--- src/rtl/write_track_buffer.sv ---
// write_track_buffer: in-order tracker of outstanding bus writes with read-hazard check and drain fence.
// Define WRITE_TRACK_UNDERFLOW_ERR_EN to make err a sticky flag for wr_done arriving while empty.
module write_track_buffer #(
  parameter int DEPTH   = 4,
  parameter int ADDR_W  = 32,
  parameter int BURST_W = 2
) (
  input  logic                       clk,
  input  logic                       rst,
  input  logic                       wr_req_valid,
  input  logic [ADDR_W-1:0]          wr_req_addr,
  output logic                       wr_req_ready,
  input  logic                       wr_done,
  input  logic [ADDR_W-1:0]          rd_check_addr,
  output logic                       rd_conflict,
  input  logic                       drain_req,
  output logic                       drain_ack,
  output logic [$clog2(DEPTH+1)-1:0] count,
  output logic                       empty,
  output logic                       full,
  output logic                       err
);
  localparam int PW  = $clog2(DEPTH);
  localparam int CW  = $clog2(DEPTH+1);
  localparam int LSB = BURST_W + 2;
  localparam int TW  = ADDR_W - LSB;
  typedef enum logic {TRACK, DRAIN} state_t;
  state_t          r_state;
  logic [TW-1:0]   r_mem [DEPTH];
  logic [PW-1:0]   r_wptr, r_rptr;
  logic [CW-1:0]   r_count;
  logic            w_acc, w_ret, w_unused;
  assign full         = r_count == CW'(DEPTH);
  assign empty        = r_count == '0;
  assign count        = r_count;
  assign wr_req_ready = !rst && !full && r_state == TRACK;
  assign drain_ack    = r_state == DRAIN && empty;
  assign w_acc        = wr_req_valid && wr_req_ready;
  assign w_ret        = wr_done && !empty;
  assign w_unused     = ^{wr_req_addr[LSB-1:0], rd_check_addr[LSB-1:0]};
  // Line-granular hazard match against every live entry; an accept this cycle is not yet live.
  always_comb begin
    rd_conflict = 1'b0;
    for (int i = 0; i < DEPTH; i++)
      rd_conflict = rd_conflict | (({1'b0, PW'(i) - r_rptr} < r_count) && r_mem[i] == rd_check_addr[ADDR_W-1:LSB]);
  end
  // Entry storage holds only the line tag; contents are don't-care until counted live.
  always_ff @(posedge clk)
    if (w_acc) r_mem[r_wptr] <= wr_req_addr[ADDR_W-1:LSB];
  // Pointers, occupancy and TRACK/DRAIN state; pointers wrap naturally since DEPTH is a power of two.
  always_ff @(posedge clk or posedge rst)
    if (rst) begin
      r_wptr  <= '0;
      r_rptr  <= '0;
      r_count <= '0;
      r_state <= TRACK;
    end else begin
      if (w_acc) r_wptr <= r_wptr + PW'(1);
      if (w_ret) r_rptr <= r_rptr + PW'(1);
      r_count <= r_count + CW'(w_acc) - CW'(w_ret);
      r_state <= drain_req ? DRAIN : TRACK;
    end
`ifdef WRITE_TRACK_UNDERFLOW_ERR_EN
  logic r_err;
  assign err = r_err;
  // Sticky underflow flag, cleared only by reset.
  always_ff @(posedge clk or posedge rst)
    if (rst) r_err <= 1'b0;
    else if (wr_done && empty) r_err <= 1'b1;
`else
  assign err = 1'b0;
`endif
endmodule

--- config.mk ---
export PLATFORM = sky130hd
export DESIGN_NAME = write_track_buffer
export DESIGN_NICKNAME = d
export VERILOG_FILES = /design/src/rtl/write_track_buffer.sv
export SDC_FILE = /design/constraint.sdc
export NUM_CORES = 1
export LEC_CHECK = 0
export CAP_MARGIN = 25
export CORE_MARGIN = 10
export CORE_UTILIZATION = 40
export DETAILED_ROUTE_END_ITERATION = 16
export PLACE_DENSITY_LB_ADDON = 0.25
export SYNTH_ARGS = -nofsm -noshare
export SYNTH_HDL_FRONTEND = slang
export SYNTH_SLANG_ARGS = --single-unit
--- constraint.sdc ---
create_clock -name clk -period 5.9 [get_ports clk]
set_input_delay 1.77 -clock clk [delete_from_list [all_inputs] [get_ports clk]]
set_output_delay 1.77 -clock clk [all_outputs]
set_load 0.02 [all_outputs]
# After elaboration in Yosys (flattened, before gate mapping)
# Memory sizes are Yosys's and may differ from the RTL's.
# Index checks and enable logic that the tools add are counted.
word_totals:
  regBits: 8
  mem_bits_rw: 112
  in_bits: 69
  output_inout_bits: 9
  elab_cells: 42
  memories: 1
op_classes:
  addsub: 8
  order_cmp: 4
  eq_ne: 5
  n_mux: 3
  bitwise_logic: 4
  reduce_logical: 13
mem_list:
  columns: ["memory", "depth", "width", "rd", "rd_ports_with_merged_regs", "write_ports", "line", "text"]
  rows:
  - ["r_mem", 4, 28, 4, 0, 1, "29", "logic [TW-1:0] r_mem [DEPTH];"]
ops:
  columns: ["op", "count"]
  rows:
  - ["equality test 28 bit", 4]
  - ["< comparator 2 x 3 -> 1 bit", 4]
  - ["logical AND 1 bit", 9]
  - ["adder 2 x 1 -> 2 bit, second input constant", 2]
  - ["subtractor 1 x 2 -> 2 bit, first input constant", 2]
  - ["subtractor 2 bit, first input constant", 2]
  - ["adder 3 x 1 -> 3 bit", 1]
  - ["equality test 3 bit, second input constant", 1]
  - ["zero test 1 bit", 3]
  - ["zero test 3 bit", 1]
  - ["two-way mux 1 bit", 3]
  - ["bitwise OR 1 bit", 3]
  - ["subtractor 3 x 1 -> 3 bit", 1]
  - ["inverter 1 bit", 1]

# Depth between registers and ports, before layout
# Gate-level depths: netlist of the first run.
depth:
  depth_word: 7
  depth_mapped: 11
  mapped_depth_nobuf: 11

# Worst setup path after synthesis of the first run
# Ideal clock, no wire load.
synth_timing:
  path_type: "input port to output port"
  startpoint: "input rd_check_addr[29]"
  endpoint: "output rd_conflict"
  arrival_ps: 2782
  required_ps: 4130
  setup_slack_ps: 1348
  path_stages: 5
  path_buffers: 1
  cell_sequence: "buf_2 > xnor2_1 > nand4_1 > nor4_1 > or4_1"
synth_via:
  elab_chain_len: 5
  elab_cells_between_ends: 11
  classes_between: "4 x eq/ne; 3 x bitwise; 4 x reduce/logical"
synth_rtl:
  columns: ["item", "line", "text"]
  rows:
  - ["start, declared", "14", "input logic [ADDR_W-1:0] rd_check_addr,"]
  - ["equality test 28 bit", "45", "rd_conflict = rd_conflict | (({1'b0, PW'(i) - r_rptr} < r_count) && r_mem[i] == rd_check_addr[ADDR_W-1:LSB]);"]
  - ["logical AND 1 bit", "45", null]
  - ["bitwise OR 1 bit (2 in series)", "45", null]
  - ["bitwise OR 1 bit (*)", "45", null]
  - ["end, declared", "15", "output logic rd_conflict,"]
# Mark *: on every way between the ends. The rest lies on a longest branch, timed or not.

# Worst setup path after layout of the first run
layout_timing:
  startpoint: "input rd_check_addr[24]"
  endpoint: "output rd_conflict"
# The elaborated chain is that of the path after synthesis.

==> flow_summary_export.csv, run 1 <==
group,metric,value,unit
cells_and_area,num-nets-final,502,
grt,grt_first_pass_wirelength,16900,um
routing,wl_per_cell,18.0,um
clocking,clk_latency,0.41,ns
floorplanning,fp.dieW,134,um
grt,grt_util_all_layers,12.7,%
timing,rsz0062_at_grt,"no",
pwr,pwr-share-clk,36.8,%
setup_path,worstSetupStartpoint,"rd_check_addr[24]",
floorplanning,start_util,40.9,%
floorplanning,io_pins,78,
routing,postRouteAntennaNets,0,
yosys,synth_nets,404,
pwr,swShare,25.7,%
pwr,combPwrFrac,17.0,%
timing,setup_viol,0,
pwr,report.power.total,0.00230,W
setup_path,arrival,3.89,ns
setup_path,endpoint,"rd_conflict",
timing,fmax,177,MHz
yosys,synth_top_area_share,64.9,%
pwr,p_per_area,345,mW/mm2
timing,slew_headroom,44.6,%
routing,routed_wl,10900,um
placement,port_buffers,68,
routing,first_iter_violations,151,
setup_path,reg2reg_slack,3.28,ns
placement,dp.final_hpwl,7680,um
cells_and_area,drive_gt1_share,9.91,%
floorplanning,fp.dieH,134,um
yosys,synthFlopType,"edfxtp_1",
clocking,cts_setup_buffers,0,
floorplanning,die_area,0.0179,mm2
cells_and_area,layout_common_cells,"edfxtp_1 (112), xor2_1 (82), clkdlybuf4s50_1 (67)",
clocking,cts_buffer_depth,2,
pwr,p_int,0.00171,W
yosys,synth_edf_count,112,
setup_path,reg2reg_to,"count[2]$_DFF_PP0_",
timing,fin_crit,5.66,ns
timing,fin_worst_skew,0.00715,ns
routing,drc_errors,0,
pwr,p_leak,2.32,nW
timing,worst_slew_pin_slew,0.831,ns
grt,antenna_found_initial,0,
yosys,synthArstFlopShare,6.67,%
setup_path,worst_ep_required_time,4.13,ns
clocking,cts_sinks,120,
cells_and_area,final.fill_count,1094,
pwr,ir_worst_vdd,0.000305,V
setup_path,crit_path_start_kind,"primary input",
hold_path,holdCritPathClass,"flip-flop to flip-flop",
status,status,"completed",
yosys,synth_area,0.00518,mm2
floorplanning,num_rows,41,
grt,overflow,0,
routing,vias,2828,
setup_path,endpoint_kind,"output port",
yosys,syn_inst,324,
placement,gp_congestion,0.798,
yosys,ys_seq_area_share,68.8,%
clocking,cts_hold_buf,0,
clocking,h-tree-depth,4,
setup_path,critPathKind,"primary input to output port",
pwr,p_sw,0.000590,W
yosys,postSynthAreaPerCell,16.0,um2
grt,grt_pass1_vias,3136,
pwr,pwr-share-seq,46.2,%
setup_path,rr_worst_depth,11,
yosys,synthDistinctLibCells,28,
clocking,clkTransAtPathRegs,0.05,ns
setup_path,timing.rr.start,"count[2]$_DFF_PP0_",
grt,grt_max_degree,29,
clocking,cts_tree,"yes",
clocking,cts_root_buf,"clkbuf_16",
timing,final.period_utilization,96.0,%
yosys,synth_top_area_cell,"edfxtp_1",
clocking,cts_resized,2,
placement,placed_area,0.00617,mm2
yosys,ys_ff_latch,120,
routing,via_per_inst,4.67,
cells_and_area,antennaDiodeCount,0,
timing,slew_violations,0,
timing,finalWorstSetupSlack,0.239,ns
clocking,cts_buffers,17,
yosys,yosysWarnings,0,
cells_and_area,layout_commonest_cell,"edfxtp_1",
floorplanning,core,0.0127,mm2
setup_path,critPathMaxFanout,4,
yosys,ys_top_cells_by_area,"edfxtp_1 (65%), xor2_1 (14%), xnor2_1 (6.1%), dfrtp_1 (3.9%), nor4_1 (2.9%)",
timing,hold_viol,0,
placement,pre_cts_ws,-0.150,ns
cells_and_area,syn_to_final_growth,28.4,%
job,drv_cap,0,
cells_and_area,stdcell_area,0.00666,mm2
routing,drt_first_pass_iters,4,
[cells in the mapped netlist (all sizes together) (2+ instances only)]
library cell,number
nor4,24
buf,3
and2,2
edfxtp,112
and3,4
inv,10
xor2,82
nand4,12
dfrtp,8
xnor2,36
o21ai,5
a21oi,4
ha,10
nor3,2
nand2,3
[sequential cells by signal, indices dropped and copies added (netlist names)]
| signal | count |
|---|---|
| r_rptr | 2 |
| r_wptr | 2 |
| r_state | 1 |
| count | 3 |
| r_mem | 112 |
[layer usage]
layer	track usage, %	vias to the layer above	wire [um]
li1	-	1380	-
met1	15.3	1369	4870
met2	19.8	64	5270
met3	5.08	15	584
met4	5.20	0	191
met5	0	-	0
[power groups by stage]
stage	Sequential, W	Combinational (W)	Clock, W
3_3_place_gp	0.00107	0.000379	0
5_1_grt	0.00107	0.000434	0.000905
6_report	0.00106	0.000390	0.000846
2_1_floorplan	0.00108	0.000211	0
3_5_place_dp	0.00108	0.000396	0
4_1_cts	0.00106	0.000399	0.000861
[worst min-delay path by stage]
stage	from	end	slack (ns)	cells past startpoint
after floorplan	r_rptr[1]$_DFFE_PP0P_	r_rptr[1]$_DFFE_PP0P_	0.51	1
after detailed placement	r_rptr[1]$_DFFE_PP0P_	r_rptr[1]$_DFFE_PP0P_	0.55	1
after global placement	r_rptr[1]$_DFFE_PP0P_	r_rptr[1]$_DFFE_PP0P_	0.53	1
after global routing	r_rptr[1]$_DFFE_PP0P_	r_rptr[1]$_DFFE_PP0P_	0.59	1
final	r_rptr[1]$_DFFE_PP0P_	r_rptr[1]$_DFFE_PP0P_	0.55	1
after CTS	r_rptr[1]$_DFFE_PP0P_	r_rptr[1]$_DFFE_PP0P_	0.56	1
[final cells by class]
type | count | area (um2) | area share, %
inverters | 10 | 37.5 | 0.564
repair buffers | 82 | 785 | 11.8
flip-flops and latches | 120 | 3560 | 53.5
clock buffers | 23 | 448 | 6.73
clock inverters | 8 | 32.5 | 0.489
well taps | 172 | 215 | 3.23
multi-input cells | 191 | 1570 | 23.7
[kinds of logic (layout without fill, tap and decap cells)]
logic type | Yosys count | count (layout) | share of synthesized area [%]
flip-flops | 120 | 120 | 68.8
XOR/XNOR | 118 | 118 | 19.9
AND/OR/NAND/NOR | 52 | 52 | 6.40
buffers and inverters | 13 | 123 | 1.06
adder cells (fa/ha/maj) | 11 | 11 | 2.80
AO/OA/AOI/OAI | 9 | 9 | 0.942
other | 1 | 1 | 0.0724
[critical path, stage by stage]
cell and delay [ns]:
clkdlybuf4s50_1 0.51, xor2_1 0.22, nor4_2 0.34, buf_4 0.17
nand4_1 0.10, nor4_1 0.27, or4_1 0.17, dlygate4sd2_1 0.34
[per-stage QoR]
stage                     hold WS, ns  instances  setup TNS, ns  utilization (%)
after CTS                       0.559        606              0             52.5
after global placement          0.532        575        -0.0634             48.7
final                           0.549        606              0             52.5
after detailed placement        0.552        575         -0.150             48.7
after global routing            0.592        606              0             52.5
after floorplan                 0.505        324              0                -
Power figures use the tool's default switching activity.
==> run 2, diff against run 1 <==
--- a/config.mk
+++ b/config.mk
@@ -7,7 +7,7 @@
 export LEC_CHECK = 0
 export CAP_MARGIN = 25
 export CORE_MARGIN = 10
-export CORE_UTILIZATION = 40
+export CORE_UTILIZATION = 35
 export DETAILED_ROUTE_END_ITERATION = 16
 export PLACE_DENSITY_LB_ADDON = 0.25
 export SYNTH_ARGS = -nofsm -noshare
==> run 2 against run 1 <==
Non-clock buffer count grew 6. Critical path depth increased by 1. Power grew 9.2%. Critical path type unchanged. Highest routed layer is now met5.
==> flow_summary_export.csv, run 2 (synthesized netlist as in run 1, its figures left out) <==
group,metric,value,unit
timing,setup_viol,0,
timing,slew_headroom,45.8,%
pwr,swShare,24.8,%
timing,tns,0,ns
job,drv_cap,0,
grt,overflow,0,
floorplanning,start_util,35.6,%
routing,drc_errors,0,
hold_path,holdCritPathClass,"flip-flop to flip-flop",
cells_and_area,layout_common_cells,"edfxtp_1 (112), xor2_1 (82), clkdlybuf4s50_1 (67)",
routing,via_per_inst,4.61,
routing,routed_wl,11200,um
grt,grt_max_degree,29,
grt,antenna_found_initial,1,
setup_path,arrival,3.90,ns
cells_and_area,fin_util,47.2,%
routing,wl_per_cell,17.9,um
clocking,cts_sinks,120,
clocking,cts_tree,"yes",
clocking,clkTransAtPathRegs,0.05,ns
cells_and_area,largest-register,"r_mem",
timing,fin_worst_skew,0.00541,ns
floorplanning,core,0.0145,mm2
pwr,p_sw,0.000621,W
floorplanning,fp.dieW,142,um
timing,final.period_utilization,96.1,%
routing,first_iter_violations,183,
timing,fmax,176,MHz
pwr,combPwrFrac,15.6,%
floorplanning,num_rows,44,
grt,gr-usage-met1,13.9,%
cells_and_area,antennaDiodeCount,0,
status,status,"completed",
clocking,h-tree-depth,4,
grt,grt.busiest_layer,"met2",
routing,drt_first_pass_iters,4,
setup_path,crit_path_start_kind,"primary input",
floorplanning,io_pins,78,
grt,grtUsageMet3,4.01,%
timing,fin_crit,5.67,ns
floorplanning,fp.dieH,142,um
setup_path,critPathKind,"primary input to output port",
cells_and_area,largest_register_ff_count,112,
cells_and_area,drive_gt1_share,13.6,%
pwr,ir_worst_vdd,0.000182,V
placement,dp.final_hpwl,8010,um
timing,hold_viol,0,
placement,port_buffers,68,
floorplanning,die_area,0.0201,mm2
cells_and_area,syn_to_final_growth,32.3,%
timing,rsz0062_at_grt,"no",
placement,gp_congestion,0.797,
timing,slew_violations,0,
cells_and_area,layout_commonest_cell,"edfxtp_1",
grt,grt_first_pass_wirelength,17200,um
pwr,p_per_area,366,mW/mm2
setup_path,critPathMaxFanout,3,
cells_and_area,num-nets-final,508,
clocking,cts_buffers,17,
grt,grt_util_all_layers,11.4,%
clocking,cts_hold_buf,0,
clocking,cts_root_buf,"clkbuf_16",
pwr,pwr-share-clk,42.2,%
clocking,cts_setup_buffers,0,
timing,worst_slew_pin_slew,0.814,ns
routing,postRouteAntennaNets,0,
routing,vias,2884,
grt,grt_pass1_vias,3207,
clocking,cts_resized,4,
pwr,p_leak,2.40,nW
grt,met2_usage,18.0,%
setup_path,endpoint_kind,"output port",
clocking,clk_latency,0.41,ns
pwr,p_int,0.00189,W
cells_and_area,final.fill_count,1335,
clocking,cts_buffer_depth,2,
pwr,pwr-share-seq,42.2,%
setup_path,worst_ep_required_time,4.13,ns
pwr,report.power.total,0.00251,W
-- run 2: area by class of cell --
type	count	area [um2]	area share, %
Clock buffer	17	425	6.20
Clock inverter	15	184	2.68
Timing Repair Buffer	88	830	12.1
Sequential cell	120	3560	52.0
Multi-Input combinational cell	191	1590	23.1
Inverter	10	37.5	0.547
Tap cell	184	230	3.36
-- run 2: power groups by stage --
| stage | clock network [W] | logic [W] | registers [W] |
|---|---|---|---|
| floorplan | 0 | 0.000211 | 0.00108 |
| global placement | 0 | 0.000380 | 0.00107 |
| detailed placement | 0 | 0.000399 | 0.00108 |
| CTS | 0.00108 | 0.000403 | 0.00106 |
| global route | 0.00112 | 0.000438 | 0.00107 |
| finish | 0.00106 | 0.000391 | 0.00106 |
-- run 2: final timing paths --
path / start / endpoint / slack [ns] / cells past startpoint
worst max register to register: count[2]$_DFF_PP0_ / count[2]$_DFF_PP0_ / 3.37 / 11
max in group asynchronous: rst / r_rptr[0]$_DFFE_PP0P_ / 3.99 / 2
worst min-delay path: r_rptr[1]$_DFFE_PP0P_ / r_rptr[1]$_DFFE_PP0P_ / 0.55 / 1
worst max-delay path: rd_check_addr[5] / rd_conflict / 0.23 / 9
min in group asynchronous: rst / count[2]$_DFF_PP0_ / 1.67 / 2
worst min register to register: r_rptr[1]$_DFFE_PP0P_ / r_rptr[1]$_DFFE_PP0P_ / 0.55 / 1
-- run 2: metal layers --
metal | share of wire, % | vias to the layer above | wire, um
met3 | 5.5 | 15 | 618
met5 | 0.12 | - | 13
met4 | 1.5 | 2 | 170
li1 | - | 1391 | -
met2 | 49 | 62 | 5420
met1 | 44 | 1414 | 4950
-- run 2: per-stage QoR --
| step | hold slack [ns] | cells | worst slack (ns) | cell area, um2 |
|---|---|---|---|---|
| floorplan | 0.505 | 324 | 1.35 | 5180 |
| global placement | 0.527 | 593 | -0.141 | 6230 |
| detailed placement | 0.538 | 593 | -0.127 | 6230 |
| CTS | 0.548 | 625 | 0.160 | 6860 |
| global route | 0.588 | 625 | 0.0564 | 6860 |
| finish | 0.548 | 625 | 0.228 | 6860 |
-- run 2: critical path, cell delays in order --
cell,delay (ns)
clkdlybuf4s50_1,0.55
buf_4,0.15
xor2_1,0.18
nor4_2,0.07
buf_4,0.14
nand4_1,0.11
nor4_1,0.06
or4_1,0.54
dlygate4sd2_1,0.35
==> run 3, diff against run 2 <==
--- a/config.mk
+++ b/config.mk
@@ -6,9 +6,12 @@
 export NUM_CORES = 1
 export LEC_CHECK = 0
 export CAP_MARGIN = 25
+export CORE_ASPECT_RATIO = 1.4
 export CORE_MARGIN = 10
 export CORE_UTILIZATION = 35
+export CTS_CLUSTER_DIAMETER = 120
 export DETAILED_ROUTE_END_ITERATION = 16
+export HOLD_SLACK_MARGIN = 0.1
 export PLACE_DENSITY_LB_ADDON = 0.25
 export SYNTH_ARGS = -nofsm -noshare
 export SYNTH_HDL_FRONTEND = slang
==> run 3 against run 2 <==
Die area up 0.34%. Sequential cell count is the same. Power shrank 6.3%. Sequential power about the same. Maximum frequency is 0.14% higher. Largest power group unchanged. Critical endpoint unchanged. Clock skew shrank 0.00073 ns. Via count decreased by 1.7%.
==> flow_summary_export.csv, run 3 (synthesized netlist as in run 1, its figures left out) <==
group,metric,value,unit
clocking,cts_sinks,120,
routing,vias,2834,
timing,worst_slew_pin_slew,0.783,ns
clocking,h-tree-depth,4,
routing,drc_errors,0,
floorplanning,core,0.0145,mm2
timing,fin_worst_skew,0.00468,ns
floorplanning,fp.dieH,164,um
cells_and_area,largest_register_ff_count,112,
cells_and_area,syn_to_final_growth,30.6,%
placement,port_buffers,68,
routing,drt_first_pass_iters,4,
clocking,clk_latency,0.41,ns
placement,dp.final_hpwl,7910,um
pwr,p_per_area,347,mW/mm2
grt,grt_pass1_vias,3253,
setup_path,crit_path_start_kind,"primary input",
timing,rsz0062_at_grt,"no",
timing,fmax,177,MHz
floorplanning,start_util,35.7,%
clocking,cts_buffer_depth,2,
floorplanning,io_pins,78,
timing,setup_viol,0,
routing,via_per_inst,4.51,
cells_and_area,layout_commonest_cell,"edfxtp_1",
pwr,pwr-share-clk,38.4,%
routing,routed_wl,11100,um
floorplanning,fp.dieW,123,um
job,drv_cap,0,
cells_and_area,layout_common_cells,"edfxtp_1 (112), xor2_1 (82), clkdlybuf4s50_1 (67)",
status,status,"completed",
grt,grt_first_pass_wirelength,17000,um
routing,wl_per_cell,17.7,um
pwr,ir_worst_vdd,0.000331,V
cells_and_area,largest-register,"r_mem",
pwr,p_leak,2.36,nW
cells_and_area,antennaDiodeCount,0,
timing,whs,0.557,ns
pwr,combPwrFrac,16.5,%
pwr,p_int,0.00175,W
timing,hold_viol,0,
pwr,swShare,25.6,%
floorplanning,num_rows,52,
setup_path,endpoint_kind,"output port",
clocking,cts_buffers,17,
pwr,pwr-share-seq,45.1,%
clocking,clkTransAtPathRegs,0.05,ns
grt,grt_util_all_layers,11.5,%
timing,final.period_utilization,96.0,%
setup_path,arrival,3.89,ns
setup_path,critPathMaxFanout,4,
clocking,cts_tree,"yes",
routing,postRouteAntennaNets,0,
pwr,p_sw,0.000602,W
cells_and_area,num-nets-final,506,
clocking,cts_root_buf,"clkbuf_16",
setup_path,worst_ep_required_time,4.13,ns
setup_path,critPathKind,"primary input to output port",
grt,grt_max_degree,29,
placement,gp_congestion,0.757,
hold_path,holdCritPathClass,"flip-flop to flip-flop",
grt,overflow,0,
timing,fin_crit,5.66,ns
cells_and_area,drive_gt1_share,12.8,%
grt,antenna_found_initial,0,
routing,first_iter_violations,123,
timing,slew_headroom,47.8,%
floorplanning,die_area,0.0201,mm2
timing,tns,0,ns
timing,slew_violations,0,
## run 3: cell type report
class	count	area [um2]
clock buffers	17	425
clock inverters	15	92.6
fillers	1262	7740
inverters	10	37.5
multi-input cells	191	1600
flip-flops and latches	120	3560
well taps	189	236
repair buffers	86	815
## run 3: power groups by stage
| stage | clock network [W] | logic (W) | registers [W] |
|---|---|---|---|
| floorplan | 0 | 0.000211 | 0.00108 |
| global placement | 0 | 0.000377 | 0.00107 |
| detailed placement | 0 | 0.000388 | 0.00108 |
| CTS | 0.000916 | 0.000396 | 0.00106 |
| global route | 0.000959 | 0.000435 | 0.00107 |
| finish | 0.000904 | 0.000387 | 0.00106 |
## run 3: path summary, 6_finish.rpt
kind,from,endpoint,slack [ns],cells after the start
setup / recovery,rd_check_addr[5],rd_conflict,0.24,8
hold reg to reg,r_rptr[1]$_DFFE_PP0P_,r_rptr[1]$_DFFE_PP0P_,0.56,1
hold / removal,r_rptr[1]$_DFFE_PP0P_,r_rptr[1]$_DFFE_PP0P_,0.56,1
max in group asynchronous,rst,r_rptr[0]$_DFFE_PP0P_,4.01,2
setup reg to reg,count[2]$_DFF_PP0_,count[2]$_DFF_PP0_,3.35,11
min in group asynchronous,rst,r_state$_DFF_PP0_,1.66,2
## run 3: metal layers
layer | vias to the layer above | share of wire, % | GRT usage, %
li1 | 1384 | - | -
met2 | 74 | 53 | 20.0
met4 | 0 | 2.0 | 5.16
met5 | - | 0 | 0
met1 | 1359 | 38 | 11.9
met3 | 17 | 6.3 | 4.47
## run 3: worst max-delay path: stages
cell and delay [ns]:
clkdlybuf4s50_1 0.51, xor2_1 0.21, nor4_2 0.38, buf_4 0.17
nand4_1 0.12, nor4_1 0.21, or4_1 0.18, dlygate4sd2_1 0.34
## run 3: what timing repair did
| action | in CTS | in global routing |
|---|---|---|
| resized for setup | 6 | 0 |
| endpoints found under the hold margin | 0 | 0 |
| endpoints found under the setup margin | 1 | 0 |
| hold buffers | 0 | 0 |
| buffers inserted | 0 | 0 |
## run 3: through the flow
stage	total power [W]	setup WS [ns]	instance area, um2	utilization [%]	cells
2_1_floorplan	0.00129	1.35	5180	-	324
3_3_place_gp	0.00145	-0.105	6220	42.9	596
3_5_place_dp	0.00147	-0.177	6220	42.9	596
4_1_cts	0.00237	0.215	6770	46.7	628
5_1_grt	0.00247	0.0615	6770	46.7	628
6_report	0.00235	0.236	6770	46.7	628
